`config.mk`:
```
export PLATFORM = sky130hd
export DESIGN_NAME = vadd_arb_flat
export DESIGN_NICKNAME = d
export VERILOG_FILES = /design/src/rtl/vadd_pkg.sv /design/src/rtl/vadd_arb_if.sv /design/src/rtl/vadd_rr_arb2.sv /design/src/rtl/vadd_arb.sv /design/src/flat_wrapper.sv
export SDC_FILE = /design/constraint.sdc
export NUM_CORES = 1
export LEC_CHECK = 0
export CAP_MARGIN = 25
export CORE_AREA = 2 2 128 130
export DETAILED_ROUTE_END_ITERATION = 10
export DIE_AREA = 0 0 130 132
export PLACE_DENSITY = 0.59
export RECOVER_POWER = 50
export SYNTH_ARGS = -nofsm -noshare
export SYNTH_HDL_FRONTEND = slang
export SYNTH_HIERARCHICAL = 1
export SYNTH_SLANG_ARGS = --single-unit
```
`constraint.sdc`:
```
create_clock -name clock -period 2.1 [get_ports clock]
set_input_delay 0.42 -clock clock [delete_from_list [all_inputs] [get_ports clock]]
set_output_delay 0.42 -clock clock [all_outputs]
set_load 0.01 [all_outputs]
```
`src/rtl/vadd_pkg.sv`:
```
// Shared constants and types for the vadd_arb block: lane geometry of the
// vector adder, the owner encoding and the shadow-pipe tag.
package vadd_pkg;

    localparam int LANES = 4;
    localparam int LW    = 8;
    localparam int LAT   = 2;
    localparam int VW    = LANES * LW;

    typedef logic [VW-1:0] lane_vec_t;

    typedef logic owner_t;

    localparam owner_t REQ0 = 1'b0;
    localparam owner_t REQ1 = 1'b1;

    typedef struct packed {
        logic   valid;
        owner_t owner;
    } pipe_tag_t;

    // The requester that is not the given one; used to break ties.
    function automatic owner_t other_owner(input owner_t o);
        return (o == REQ0) ? REQ1 : REQ0;
    endfunction

endpackage

```
`src/rtl/vadd_arb_if.sv`:
```
// Bundle of all handshake and adder-side signals around vadd_arb.
// The slave modport is the arbiter's view; master is the parent/client view.
interface vadd_arb_if #(
    parameter int CW = 16
);
    import vadd_pkg::*;

    logic      req0_valid;
    logic      req0_ready;
    lane_vec_t req0_a;
    lane_vec_t req0_b;

    logic      req1_valid;
    logic      req1_ready;
    lane_vec_t req1_a;
    lane_vec_t req1_b;

    logic      rsp0_valid;
    logic      rsp0_ready;
    lane_vec_t rsp0_y;

    logic      rsp1_valid;
    logic      rsp1_ready;
    lane_vec_t rsp1_y;

    logic      vadd_en;
    lane_vec_t vadd_a;
    lane_vec_t vadd_b;
    lane_vec_t vadd_y;

    logic          busy;
    logic [CW-1:0] cnt0;
    logic [CW-1:0] cnt1;

    modport slave (
        input  req0_valid, req0_a, req0_b,
        output req0_ready,
        input  req1_valid, req1_a, req1_b,
        output req1_ready,
        output rsp0_valid, rsp0_y,
        input  rsp0_ready,
        output rsp1_valid, rsp1_y,
        input  rsp1_ready,
        output vadd_en, vadd_a, vadd_b,
        input  vadd_y,
        output busy, cnt0, cnt1
    );

    modport master (
        output req0_valid, req0_a, req0_b,
        input  req0_ready,
        output req1_valid, req1_a, req1_b,
        input  req1_ready,
        input  rsp0_valid, rsp0_y,
        output rsp0_ready,
        input  rsp1_valid, rsp1_y,
        output rsp1_ready,
        input  vadd_en, vadd_a, vadd_b,
        output vadd_y,
        input  busy, cnt0, cnt1
    );

endinterface

```
`src/rtl/vadd_rr_arb2.sv`:
```
// Two-input round-robin arbiter. On a tie the requester that did not win
// last time is chosen; the pointer only moves when a grant is actually taken.
module vadd_rr_arb2
    import vadd_pkg::*;
(
    input  logic   clock,
    input  logic   reset,
    input  logic   valid0,
    input  logic   valid1,
    input  logic   advance,
    output owner_t winner,
    output logic   any_valid
);

    owner_t last;

    // Pick the winner from the current requests and the last-served pointer.
    always_comb begin
        winner    = REQ0;
        any_valid = valid0 || valid1;
        if (valid0 && valid1) begin
            winner = other_owner(last);
        end else if (valid1) begin
            winner = REQ1;
        end
    end

    // Remember who was served; starts at REQ1 so REQ0 wins the first tie.
    always_ff @(posedge clock) begin
        if (reset) begin
            last <= REQ1;
        end else if (advance && any_valid) begin
            last <= winner;
        end
    end

endmodule

```
`src/rtl/vadd_arb.sv`:
```
// Shares one 2-stage SIMD vector adder between two requesters. Grants are
// round-robin, a shadow pipe tracks the owner of each in-flight op in step
// with the adder's registers, and a stalled response freezes the whole pipe.
module vadd_arb
    import vadd_pkg::*;
#(
    parameter int CW = 16
)
(
    input logic       clock,
    input logic       reset,
    vadd_arb_if.slave bus
);

    pipe_tag_t     pipe_q [LAT];
    pipe_tag_t     s2;
    pipe_tag_t     new_tag;
    owner_t        winner;
    logic          any_valid;
    logic          s2_ready;
    logic          en;
    logic          grant0;
    logic          grant1;
    logic          issue;
    logic          busy_w;
    lane_vec_t     op_a;
    lane_vec_t     op_b;
    logic [CW-1:0] cnt0_q;
    logic [CW-1:0] cnt1_q;

    vadd_rr_arb2 u_arb (
        .clock     (clock),
        .reset     (reset),
        .valid0    (bus.req0_valid),
        .valid1    (bus.req1_valid),
        .advance   (en),
        .winner    (winner),
        .any_valid (any_valid)
    );

    // Global stall when the op at the adder output has an owner not ready to take it; grants qualified by it.
    always_comb begin
        s2       = pipe_q[LAT-1];
        s2_ready = (s2.owner == REQ1) ? bus.rsp1_ready : bus.rsp0_ready;
        en       = !(s2.valid && !s2_ready);
        grant0   = en && (winner == REQ0) && bus.req0_valid;
        grant1   = en && (winner == REQ1) && bus.req1_valid;
        issue    = grant0 || grant1;
        new_tag.valid = issue;
        new_tag.owner = grant1 ? REQ1 : REQ0;
    end

    // Steer the winner's operands to the adder; zeros when nobody is asking.
    always_comb begin
        op_a = '0;
        op_b = '0;
        if (any_valid) begin
            if (winner == REQ1) begin
                op_a = bus.req1_a;
                op_b = bus.req1_b;
            end else begin
                op_a = bus.req0_a;
                op_b = bus.req0_b;
            end
        end
    end

    // Shadow pipe advances only with the adder enable so tags stay aligned with vadd_y.
    always_ff @(posedge clock) begin
        if (reset) begin
            for (int i = 0; i < LAT; i++) begin
                pipe_q[i] <= '0;
            end
        end else if (en) begin
            pipe_q[0] <= new_tag;
            for (int i = 1; i < LAT; i++) begin
                pipe_q[i] <= pipe_q[i-1];
            end
        end
    end

    // Per-requester issue counters, free-running modulo 2^CW.
    always_ff @(posedge clock) begin
        if (reset) begin
            cnt0_q <= '0;
            cnt1_q <= '0;
        end else begin
            if (grant0) begin
                cnt0_q <= cnt0_q + 1'b1;
            end
            if (grant1) begin
                cnt1_q <= cnt1_q + 1'b1;
            end
        end
    end

    // Busy while any stage of the shadow pipe holds a live op.
    always_comb begin
        busy_w = 1'b0;
        for (int i = 0; i < LAT; i++) begin
            busy_w = busy_w | pipe_q[i].valid;
        end
    end

    assign bus.req0_ready = grant0;
    assign bus.req1_ready = grant1;
    assign bus.rsp0_valid = s2.valid && (s2.owner == REQ0);
    assign bus.rsp1_valid = s2.valid && (s2.owner == REQ1);
    assign bus.rsp0_y     = bus.vadd_y;
    assign bus.rsp1_y     = bus.vadd_y;
    assign bus.vadd_en    = en;
    assign bus.vadd_a     = op_a;
    assign bus.vadd_b     = op_b;
    assign bus.busy       = busy_w;
    assign bus.cnt0       = cnt0_q;
    assign bus.cnt1       = cnt1_q;

endmodule
```
`src/flat_wrapper.sv`:
```
// flat-port wrapper written by rule: the top's interface ports become plain ports
module vadd_arb_flat import vadd_pkg::*;
#(
    parameter int CW = 16
)
  (clock, reset, bus_req0_valid, bus_req0_a, bus_req0_b, bus_req0_ready, bus_req1_valid, bus_req1_a, bus_req1_b, bus_req1_ready, bus_rsp0_valid, bus_rsp0_y, bus_rsp0_ready, bus_rsp1_valid, bus_rsp1_y, bus_rsp1_ready, bus_vadd_en, bus_vadd_a, bus_vadd_b, bus_vadd_y, bus_busy, bus_cnt0, bus_cnt1);
  vadd_arb_if #(.CW(CW)) bus_i ();
  input logic clock;
  input logic reset;
  input wire logic [$bits(bus_i.req0_valid)-1:0] bus_req0_valid;
  input wire logic [$bits(bus_i.req0_a)-1:0] bus_req0_a;
  input wire logic [$bits(bus_i.req0_b)-1:0] bus_req0_b;
  output wire logic [$bits(bus_i.req0_ready)-1:0] bus_req0_ready;
  input wire logic [$bits(bus_i.req1_valid)-1:0] bus_req1_valid;
  input wire logic [$bits(bus_i.req1_a)-1:0] bus_req1_a;
  input wire logic [$bits(bus_i.req1_b)-1:0] bus_req1_b;
  output wire logic [$bits(bus_i.req1_ready)-1:0] bus_req1_ready;
  output wire logic [$bits(bus_i.rsp0_valid)-1:0] bus_rsp0_valid;
  output wire logic [$bits(bus_i.rsp0_y)-1:0] bus_rsp0_y;
  input wire logic [$bits(bus_i.rsp0_ready)-1:0] bus_rsp0_ready;
  output wire logic [$bits(bus_i.rsp1_valid)-1:0] bus_rsp1_valid;
  output wire logic [$bits(bus_i.rsp1_y)-1:0] bus_rsp1_y;
  input wire logic [$bits(bus_i.rsp1_ready)-1:0] bus_rsp1_ready;
  output wire logic [$bits(bus_i.vadd_en)-1:0] bus_vadd_en;
  output wire logic [$bits(bus_i.vadd_a)-1:0] bus_vadd_a;
  output wire logic [$bits(bus_i.vadd_b)-1:0] bus_vadd_b;
  input wire logic [$bits(bus_i.vadd_y)-1:0] bus_vadd_y;
  output wire logic [$bits(bus_i.busy)-1:0] bus_busy;
  output wire logic [$bits(bus_i.cnt0)-1:0] bus_cnt0;
  output wire logic [$bits(bus_i.cnt1)-1:0] bus_cnt1;
  assign bus_i.req0_valid = bus_req0_valid;
  assign bus_i.req0_a = bus_req0_a;
  assign bus_i.req0_b = bus_req0_b;
  assign bus_req0_ready = bus_i.req0_ready;
  assign bus_i.req1_valid = bus_req1_valid;
  assign bus_i.req1_a = bus_req1_a;
  assign bus_i.req1_b = bus_req1_b;
  assign bus_req1_ready = bus_i.req1_ready;
  assign bus_rsp0_valid = bus_i.rsp0_valid;
  assign bus_rsp0_y = bus_i.rsp0_y;
  assign bus_i.rsp0_ready = bus_rsp0_ready;
  assign bus_rsp1_valid = bus_i.rsp1_valid;
  assign bus_rsp1_y = bus_i.rsp1_y;
  assign bus_i.rsp1_ready = bus_rsp1_ready;
  assign bus_vadd_en = bus_i.vadd_en;
  assign bus_vadd_a = bus_i.vadd_a;
  assign bus_vadd_b = bus_i.vadd_b;
  assign bus_i.vadd_y = bus_vadd_y;
  assign bus_busy = bus_i.busy;
  assign bus_cnt0 = bus_i.cnt0;
  assign bus_cnt1 = bus_i.cnt1;
  vadd_arb #(.CW(CW)) u_core (.clock(clock), .reset(reset), .bus(bus_i));
endmodule
```
Yosys cells after proc, flatten, opt, wreduce, memory -nomap -nowiden
Memory sizes are Yosys's and may differ from the RTL's.
Cells that the tools add are included.

storage, ports and cells
  memory bits (writable) = 4
  memories = 1
  bits in registers = 33
  output and inout bits = 166
  word-level logic and storage cells = 40
  input port bits = 166

memory list
  name           words  width  read ports  clocked after memory_dff  write ports  line            RTL
  u_core.pipe_q  2      2      2           0                         2            vadd_arb.sv:15  pipe_tag_t pipe_q [LAT];

cells by class
  mux-type cells = 16
  reductions and logical operators = 13
  bitwise operators = 5
  add/subtract/negate cells = 2

operator list
  cell                                           count
  two-way mux 32 bit                             4
  adder 16 x 1 -> 16 bit, second input constant  2
  two-way mux 1 bit                              10
  logical AND 1 bit                              9
  two-way mux 2 bit                              2
  OR 1 bit                                       3
  logical NOT 1 bit                              2
  logical OR 1 bit                               2
  inverter 1 bit                                 2

Logic depth before layout (Yosys ltp)
Gate-level depths: netlist of run 1.

  word-level depth = 8
  depth in mapped cells = 7
  mapped depth without buffers = 6

By module
The synthesis of run 1 kept the hierarchy.

by module, submodules not included
  module        instances  sequential area each (um2)  area each (um2)  cells an instance
  vadd_arb      1          760.7                       3403.3           417
  vadd_rr_arb2  1          20.0                        56.3             6

Worst setup path after synthesis of run 1
Ideal clock, no wire load.

  kind = input to output
  start point = input port bus_req1_valid
  end point = output port bus_vadd_a[0]
  slack = 0.034 ns
  arrival time = 1.646 ns
  path buffers = 3
  required time = 1.680 ns
  cell stages on the path = 6
  path through = a21boi_0 > buf_2 > clkbuf_1 > buf_2 > mux2i_1 > nor2b_1

between the ends
  word-level cells in the longest chain between the ends = 4
  elaborated cells between the ends (all ways) = 6
  those cells by class = mux: 4; reduce/logical: 2

RTL lines
  element                                                 line                                    RTL
  start: declaration                                      flat_wrapper.sv:14                      input wire logic [$bits(bus_i.req1_valid)-1:0] bus_req1_valid;
  two-way mux 1 bit or logical AND 1 bit (tied branches)  vadd_rr_arb2.sv:23, vadd_rr_arb2.sv:21
  two-way mux 1 bit                                       vadd_rr_arb2.sv:21                      if (valid0 && valid1) begin
  two-way mux 32 bit                                      vadd_arb.sv:58                          if (winner == REQ1) begin
  two-way mux 32 bit (*)                                  vadd_arb.sv:57                          if (any_valid) begin
  end: declaration                                        flat_wrapper.sv:25                      output wire logic [$bits(bus_i.vadd_a)-1:0] bus_vadd_a;

Every way passes the cells marked *; elsewhere a longest branch is shown, timed or not.

Worst setup path after layout of run 1
  start point = register u_core.u_arb.last
  end point = output port bus_vadd_a[30]

between the ends
  word-level cells in the longest chain between the ends = 4

RTL lines
  element                   line                RTL
  start: declaration        vadd_rr_arb2.sv:15  owner_t last;
  start signal: assignment  vadd_rr_arb2.sv:33  last <= winner;
  two-way mux 1 bit         vadd_pkg.sv:24      return (o == REQ0) ? REQ1 : REQ0;
  two-way mux 1 bit         vadd_rr_arb2.sv:21
  net u_core.winner         vadd_arb.sv:18      owner_t winner;
  two-way mux 32 bit        vadd_arb.sv:58
  two-way mux 32 bit        vadd_arb.sv:57

The timed path passes the listed nets, and every way through them passes these cells.

==> summary.txt, run 1 <==
Routing
  • Via count: 3,732
  • DR iter-0 viols: 92
  • DRC viols: 0
  • WL per Instance: 18.1 um
  • Vias/cell: 4.42
  • Wirelength, routed: 15,200 um
  • ANT nets after route: 0
  • DR pass1 iterations: 4

Power and ir drop
  • Total Power: 2.48 mW
  • PwrDens: 411 nW/um^2
  • Max VDD drop: 0.327 mV
  • LEAKAGE: 2.31 nW

Setup path
  • CP startpoint: u_core/u_arb/last$_SDFFE_PP1P_
  • CP arrival: 1670 ps
  • CP Launch Type: flip-flop
  • Setup Crit Path Kind: reg -> out
  • Req. time, crit path: 1680 ps
  • Nature of the critical path endpoint: primary output
  • Crit path max fanout: 6
  • Worst r2r src: u_core/u_arb/last$_SDFFE_PP1P_

Global routing
  • Antenna violations before repair: 0
  • Overall Global Routing Usage: 16.4%
  • Largest net degree at the start of global routing: 41
  • GRT overflow: 0
  • Vias in the first global route: 3,684
  • First-pass GRT wire length: 21,800 um

Finish
  • Commonest non-fill, non-tap cells in the layout: 166 x clkdlybuf4s50_1, 66 x nor2b_1, 62 x buf_2
  • Reg area: 782 sq um
  • Share of layout cells above drive strength 1: 24.5%
  • Final instance area: 6020 sq um
  • Non-filler cells, final: 844
  • Multi-input logic area: 2200 sq um
  • Area delta synth->final: 74.0%
  • Nets: 795
  • Fillers: 1,616
  • Commonest non-fill, non-tap cell in the layout: clkdlybuf4s50_1
  • Antenna diodes: 0
  • Fin util: 38.3%

STA
  • Max Clk Rate: 477 MHz
  • Final hold slack: 465 ps
  • Setup violators final: 0
  • Final worst slack: 5.73 ps
  • Setup TNS: 0 ps
  • Slew margin rel.: 59.8%
  • Final Skew: 4.52 ps
  • Part of the cycle the worst path needs: 99.7%
  • Slew Limit Fails: 0
  • Slew @ Worst Pin: 598 ps
  • RSZ-0062 raised after global routing: yes
  • Hold Violations, Final: 0
  • Final min period: 2090 ps

Floorplan
  • Die area: 17,200 sq um
  • Die X: 130 um
  • Die Y: 132 um
  • Initial Utilization: 22.0%
  • Site row count: 46
  • Top-level I/O count: 332
  • CORE AREA: 15,700 sq um

Synth
  • Ys Warns: 6
  • Post-synth top flop: dfxtp_1
  • Syn_area_per_cell: 8.18 sq um
  • Yosys top cell area share: 19.1%
  • Post-synth EDFFs: 4
  • Synth area leaders: dfxtp_1 19%, mux2i_1 19%, buf_4 14%, nor2b_1 12%, edfxtp_1 3.5%
  • Mapped Cells: 423
  • Yosys top cell by area: dfxtp_1
  • Seq cells post-synth: 37
  • Ys async rst share: 0%
  • Cell area after synthesis: 3460 sq um
  • Sequential fraction of the synthesis area: 22.6%
  • Synth cell types: 45
  • Syn nets: 591

Placed design
  • DP HPWL: 12,100 um
  • Post-Place Setup Slack: -833 ps
  • Cell Area, Placed: 5780 sq um
  • IO Port Bufs: 235
  • Placed cells: 814
  • Gpl congestion: 0.858

Flow run
  • # Max-Cap Violations: 0

CTS
  • CTS clk-pin slew, worst paths: 60 ps
  • Total CTS buffers: 5
  • Hold-fix buffers, CTS: 0
  • Clock Latency Late Sink: 280 ps
  • Maximum root-to-sink buffer count: 2
  • CTS tree: done
  • # H-tree levels: 2
  • Num Clock Sinks: 37
  • CTS Root Cell: clkbuf_16

Min path
  • Hold path startpoint: bus_req1_valid
  • HP Class: in -> reg

Run status
  • Status: finished clean
cell type report:
type                       instances  share of cell area (%)
sequential                        37                    13.0
clock inverter                     2                   0.166
multi-input combinational        290                    36.6
inverter                           8                   0.499
tap                              216                    4.49
timing repair buffer             285                    43.1
clock buffer                       6                    2.14
final timing paths:
check | cells past startpoint | endpoint | slack [ps]
max | 8 | bus_vadd_a[30] | 6
min reg2reg | 2 | u_core/bus.cnt1[15]$_SDFFE_PP0P_ | 500
min | 3 | u_core/u_arb/last$_SDFFE_PP1P_ | 470
max reg2reg | 8 | u_core/bus.cnt1[15]$_SDFFE_PP0P_ | 130
worst max-delay path, cell delays in order (launching register included):
cell,delay (ps)
dfxtp_2,330
a21boi_4,190
buf_12,170
buf_12,120
buf_16,120
buf_6,90
mux2i_1,170
nor2b_1,60
buf_2,140
synth_stat cells (8+ instances only):
| cell | n |
|---|---|
| nor2b_1 | 67 |
| mux2i_1 | 66 |
| buf_4 | 64 |
| dfxtp_1 | 33 |
| a21oi_1 | 21 |
| nor2_1 | 21 |
| clkbuf_1 | 14 |
| nand2_1 | 13 |
| xnor2_1 | 12 |
| buf_2 | 9 |
| nand3_1 | 9 |
| o21ai_0 | 9 |
| a211oi_1 | 8 |
cells by family (layout without fill, tap and decap cells):
kind of cell / after synthesis / after routing / share of synthesized area (%)
flip-flops: 37 / 37 / 22.6
XOR/XNOR: 12 / 12 / 3.04
AO/OA/AOI/OAI: 50 / 50 / 9.15
buffers and inverters: 96 / 301 / 17.7
adder cells (fa/ha/maj): 2 / 2 / 0.723
AND/OR/NAND/NOR: 156 / 156 / 26.3
multiplexers: 70 / 70 / 20.5
timing repair:
| item | 4_1_cts | 5_1_grt |
|---|---|---|
| buffers inserted | 20 | 2 |
| gates resized for setup | 307 | 5 |
| hold endpoints to repair | 0 | 0 |
| pin swaps | 1 | 2 |
| gates cloned | 4 | 0 |
| setup endpoints to repair | 88 | 58 |
registers in the layout, indices dropped and copies added (netlist names):
register           count
u_core/bus.cnt0       16
u_core/bus.cnt1       16
u_core/pipe_q          4
u_core/u_arb/last      1
per-layer routing:
layer  share of wire, %  vias up  wire length [um]  GRT usage, %
li1                   -     1804                 -             -
met1                 39     1732              5950          18.5
met2                 51      173              7730          30.3
met3                8.1       23              1230          4.02
met4                2.1        0               320          4.12
met5                  0        -                 0             0
report_power, final:
group | switching, mW | leakage [nW] | internal (mW) | total, mW
logic | 0.423 | 1.92 | 0.597 | 1.02
clock network | 0.277 | 0.0706 | 0.435 | 0.713
registers | 0.0148 | 0.314 | 0.729 | 0.744
Note: power is estimated with default switching activity, not from simulation.
==> inputs of run 2 (changes only) <==
--- a/config.mk
+++ b/config.mk
@@ -6,10 +6,11 @@
 export NUM_CORES = 1
 export LEC_CHECK = 0
 export CAP_MARGIN = 25
-export CORE_AREA = 2 2 128 130
+export CORE_AREA = 2 2 130 132
+export CTS_CLUSTER_SIZE = 25
 export DETAILED_ROUTE_END_ITERATION = 10
-export DIE_AREA = 0 0 130 132
-export PLACE_DENSITY = 0.59
+export DIE_AREA = 0 0 132 134
+export PLACE_DENSITY = 0.57
 export RECOVER_POWER = 50
 export SYNTH_ARGS = -nofsm -noshare
 export SYNTH_HDL_FRONTEND = slang
==> summary.txt, run 2 (same netlist as run 1, synthesis figures left out) <==
Global routing
  • Met3 Use GR: 6.69%
  • First-pass GRT wire length: 22,000 um
  • Met1 usage: 18.3%
  • GRT overflow: 0
  • Overall Global Routing Usage: 15.9%
  • Top Usage Layer GRT: met2
  • Largest net degree at the start of global routing: 42
  • Met2 usage: 28.2%
  • Antenna violations before repair: 0
  • Vias in the first global route: 3,624

Placed design
  • Gpl congestion: 0.872
  • Post-Place Setup Slack: -815 ps
  • Cell Area, Placed: 5810 sq um
  • DP HPWL: 11,600 um
  • IO Port Bufs: 235

Flow run
  • # Max-Cap Violations: 0

Floorplan
  • CORE AREA: 16,300 sq um
  • Die area: 17,700 sq um
  • Initial Utilization: 21.2%
  • Die X: 132 um
  • Top-level I/O count: 332
  • Die Y: 134 um
  • Site row count: 47

Setup path
  • Nature of the critical path endpoint: primary output
  • CP max stage cell: dfxtp_2
  • Crit path max fanout: 10
  • R2r setup slk: 110 ps
  • Slowest stage delay, CP: 330 ps
  • CP Launch Type: flip-flop
  • R2R depth: 7
  • Cells along the critical path: a21boi_4 -> buf_6 -> buf_6 -> buf_16 -> mux2i_2 -> nor2b_1 -> clkdlybuf4s15_2
  • CP startpoint: u_core/u_arb/last$_SDFFE_PP1P_
  • Reg2reg end: u_core/bus.cnt0[13]$_SDFFE_PP0P_
  • CP arrival: 1640 ps
  • Most frequent cell on the critical path: buf_6
  • Setup Crit Path Kind: reg -> out
  • Req. time, crit path: 1680 ps
  • Worst r2r src: u_core/u_arb/last$_SDFFE_PP1P_

STA
  • Max Clk Rate: 486 MHz
  • Slew Limit Fails: 0
  • Slew @ Worst Pin: 561 ps
  • Final worst slack: 42.9 ps
  • Final Skew: 10.0 ps
  • Part of the cycle the worst path needs: 98.0%
  • Setup violators final: 0
  • Final min period: 2060 ps
  • Slew margin rel.: 62.3%
  • Final hold slack: 486 ps
  • Hold Violations, Final: 0
  • RSZ-0062 raised after global routing: yes

CTS
  • Hold-fix buffers, CTS: 0
  • # H-tree levels: 2
  • Clock Latency Late Sink: 280 ps
  • CTS Root Cell: clkbuf_16
  • Maximum root-to-sink buffer count: 2
  • CTS clk-pin slew, worst paths: 60 ps
  • Total CTS buffers: 5
  • Num Clock Sinks: 37
  • CTS tree: done

Finish
  • Antenna diodes: 0
  • Share of layout cells above drive strength 1: 22.8%
  • Final instance area: 6060 sq um
  • Commonest non-fill, non-tap cell in the layout: clkdlybuf4s50_1
  • Commonest non-fill, non-tap cells in the layout: 162 x clkdlybuf4s50_1, 65 x nor2b_1, 55 x mux2i_1
  • Fin util: 37.2%
  • Area delta synth->final: 75.1%
  • Nets: 794

Routing
  • Vias/cell: 4.33
  • WL per Instance: 17.8 um
  • ANT nets after route: 0
  • DR iter-0 viols: 130
  • Wirelength, routed: 15,100 um
  • DR pass1 iterations: 4
  • Via count: 3,665
  • DRC viols: 0

Power and ir drop
  • Total Power: 2.49 mW
  • LEAKAGE: 2.34 nW
  • PwrDens: 412 nW/um^2
  • Max VDD drop: 0.270 mV

Min path
  • Hold path startpoint: u_core/bus.cnt1[15]$_SDFFE_PP0P_
  • Worst Hold End: u_core/bus.cnt1[15]$_SDFFE_PP0P_
  • Cells on Worst Hold Path: 2
  • HP Class: reg -> reg

Run status
  • Status: finished clean
## run 2: cell type report
type                       count  area (sq um)
sequential                    37           782
clock buffer                   5           125
fill                        1675         10200
timing repair buffer         284          2660
inverter                       8          30.0
multi-input combinational    290          2160
clock inverter                 3          20.0
tap                          220           275
## run 2: metal layers
layer	share of wire (%)	wire length (um)
met1	39	5900
met2	50	7520
met3	10	1520
met4	0.99	150
met5	0	0
## run 2: worst max-delay path by stage
stage,to
after detailed placement,bus_vadd_b[29]
after floorplan,bus_vadd_a[0]
after global routing,bus_vadd_a[6]
after CTS,bus_vadd_b[20]
final,bus_vadd_a[6]
after global placement,bus_vadd_b[29]
## run 2: per-stage QoR
stage / TNS [ps] / instances
floorplan: 0 / 423
detailed placement: -54100 / 821
global placement: -52510 / 821
global route: -49.8 / 847
CTS: -287 / 846
finish: 0 / 847
## run 2: power breakdown
part	internal (mW)	switching (mW)	total (mW)
clock	0.442	0.309	0.752
combinational	0.594	0.404	0.998
sequential	0.729	0.0161	0.745
total	1.76	0.729	2.49
## run 2: repair_timing
item                       4_1_cts  5_1_grt
setup endpoints to repair       80       59
resized for setup              189       63
setup buffers                   11        3
pin swaps                        1        2
gates cloned                     6        0
## run 2: critical path: cells and delay by family (launching register included)
| family | cells | cell delay, ps |
|---|---|---|
| simple gates | 1 | 60 |
| mux | 1 | 210 |
| flops | 1 | 330 |
| compound gates | 1 | 140 |
| buf+inv | 4 | 620 |
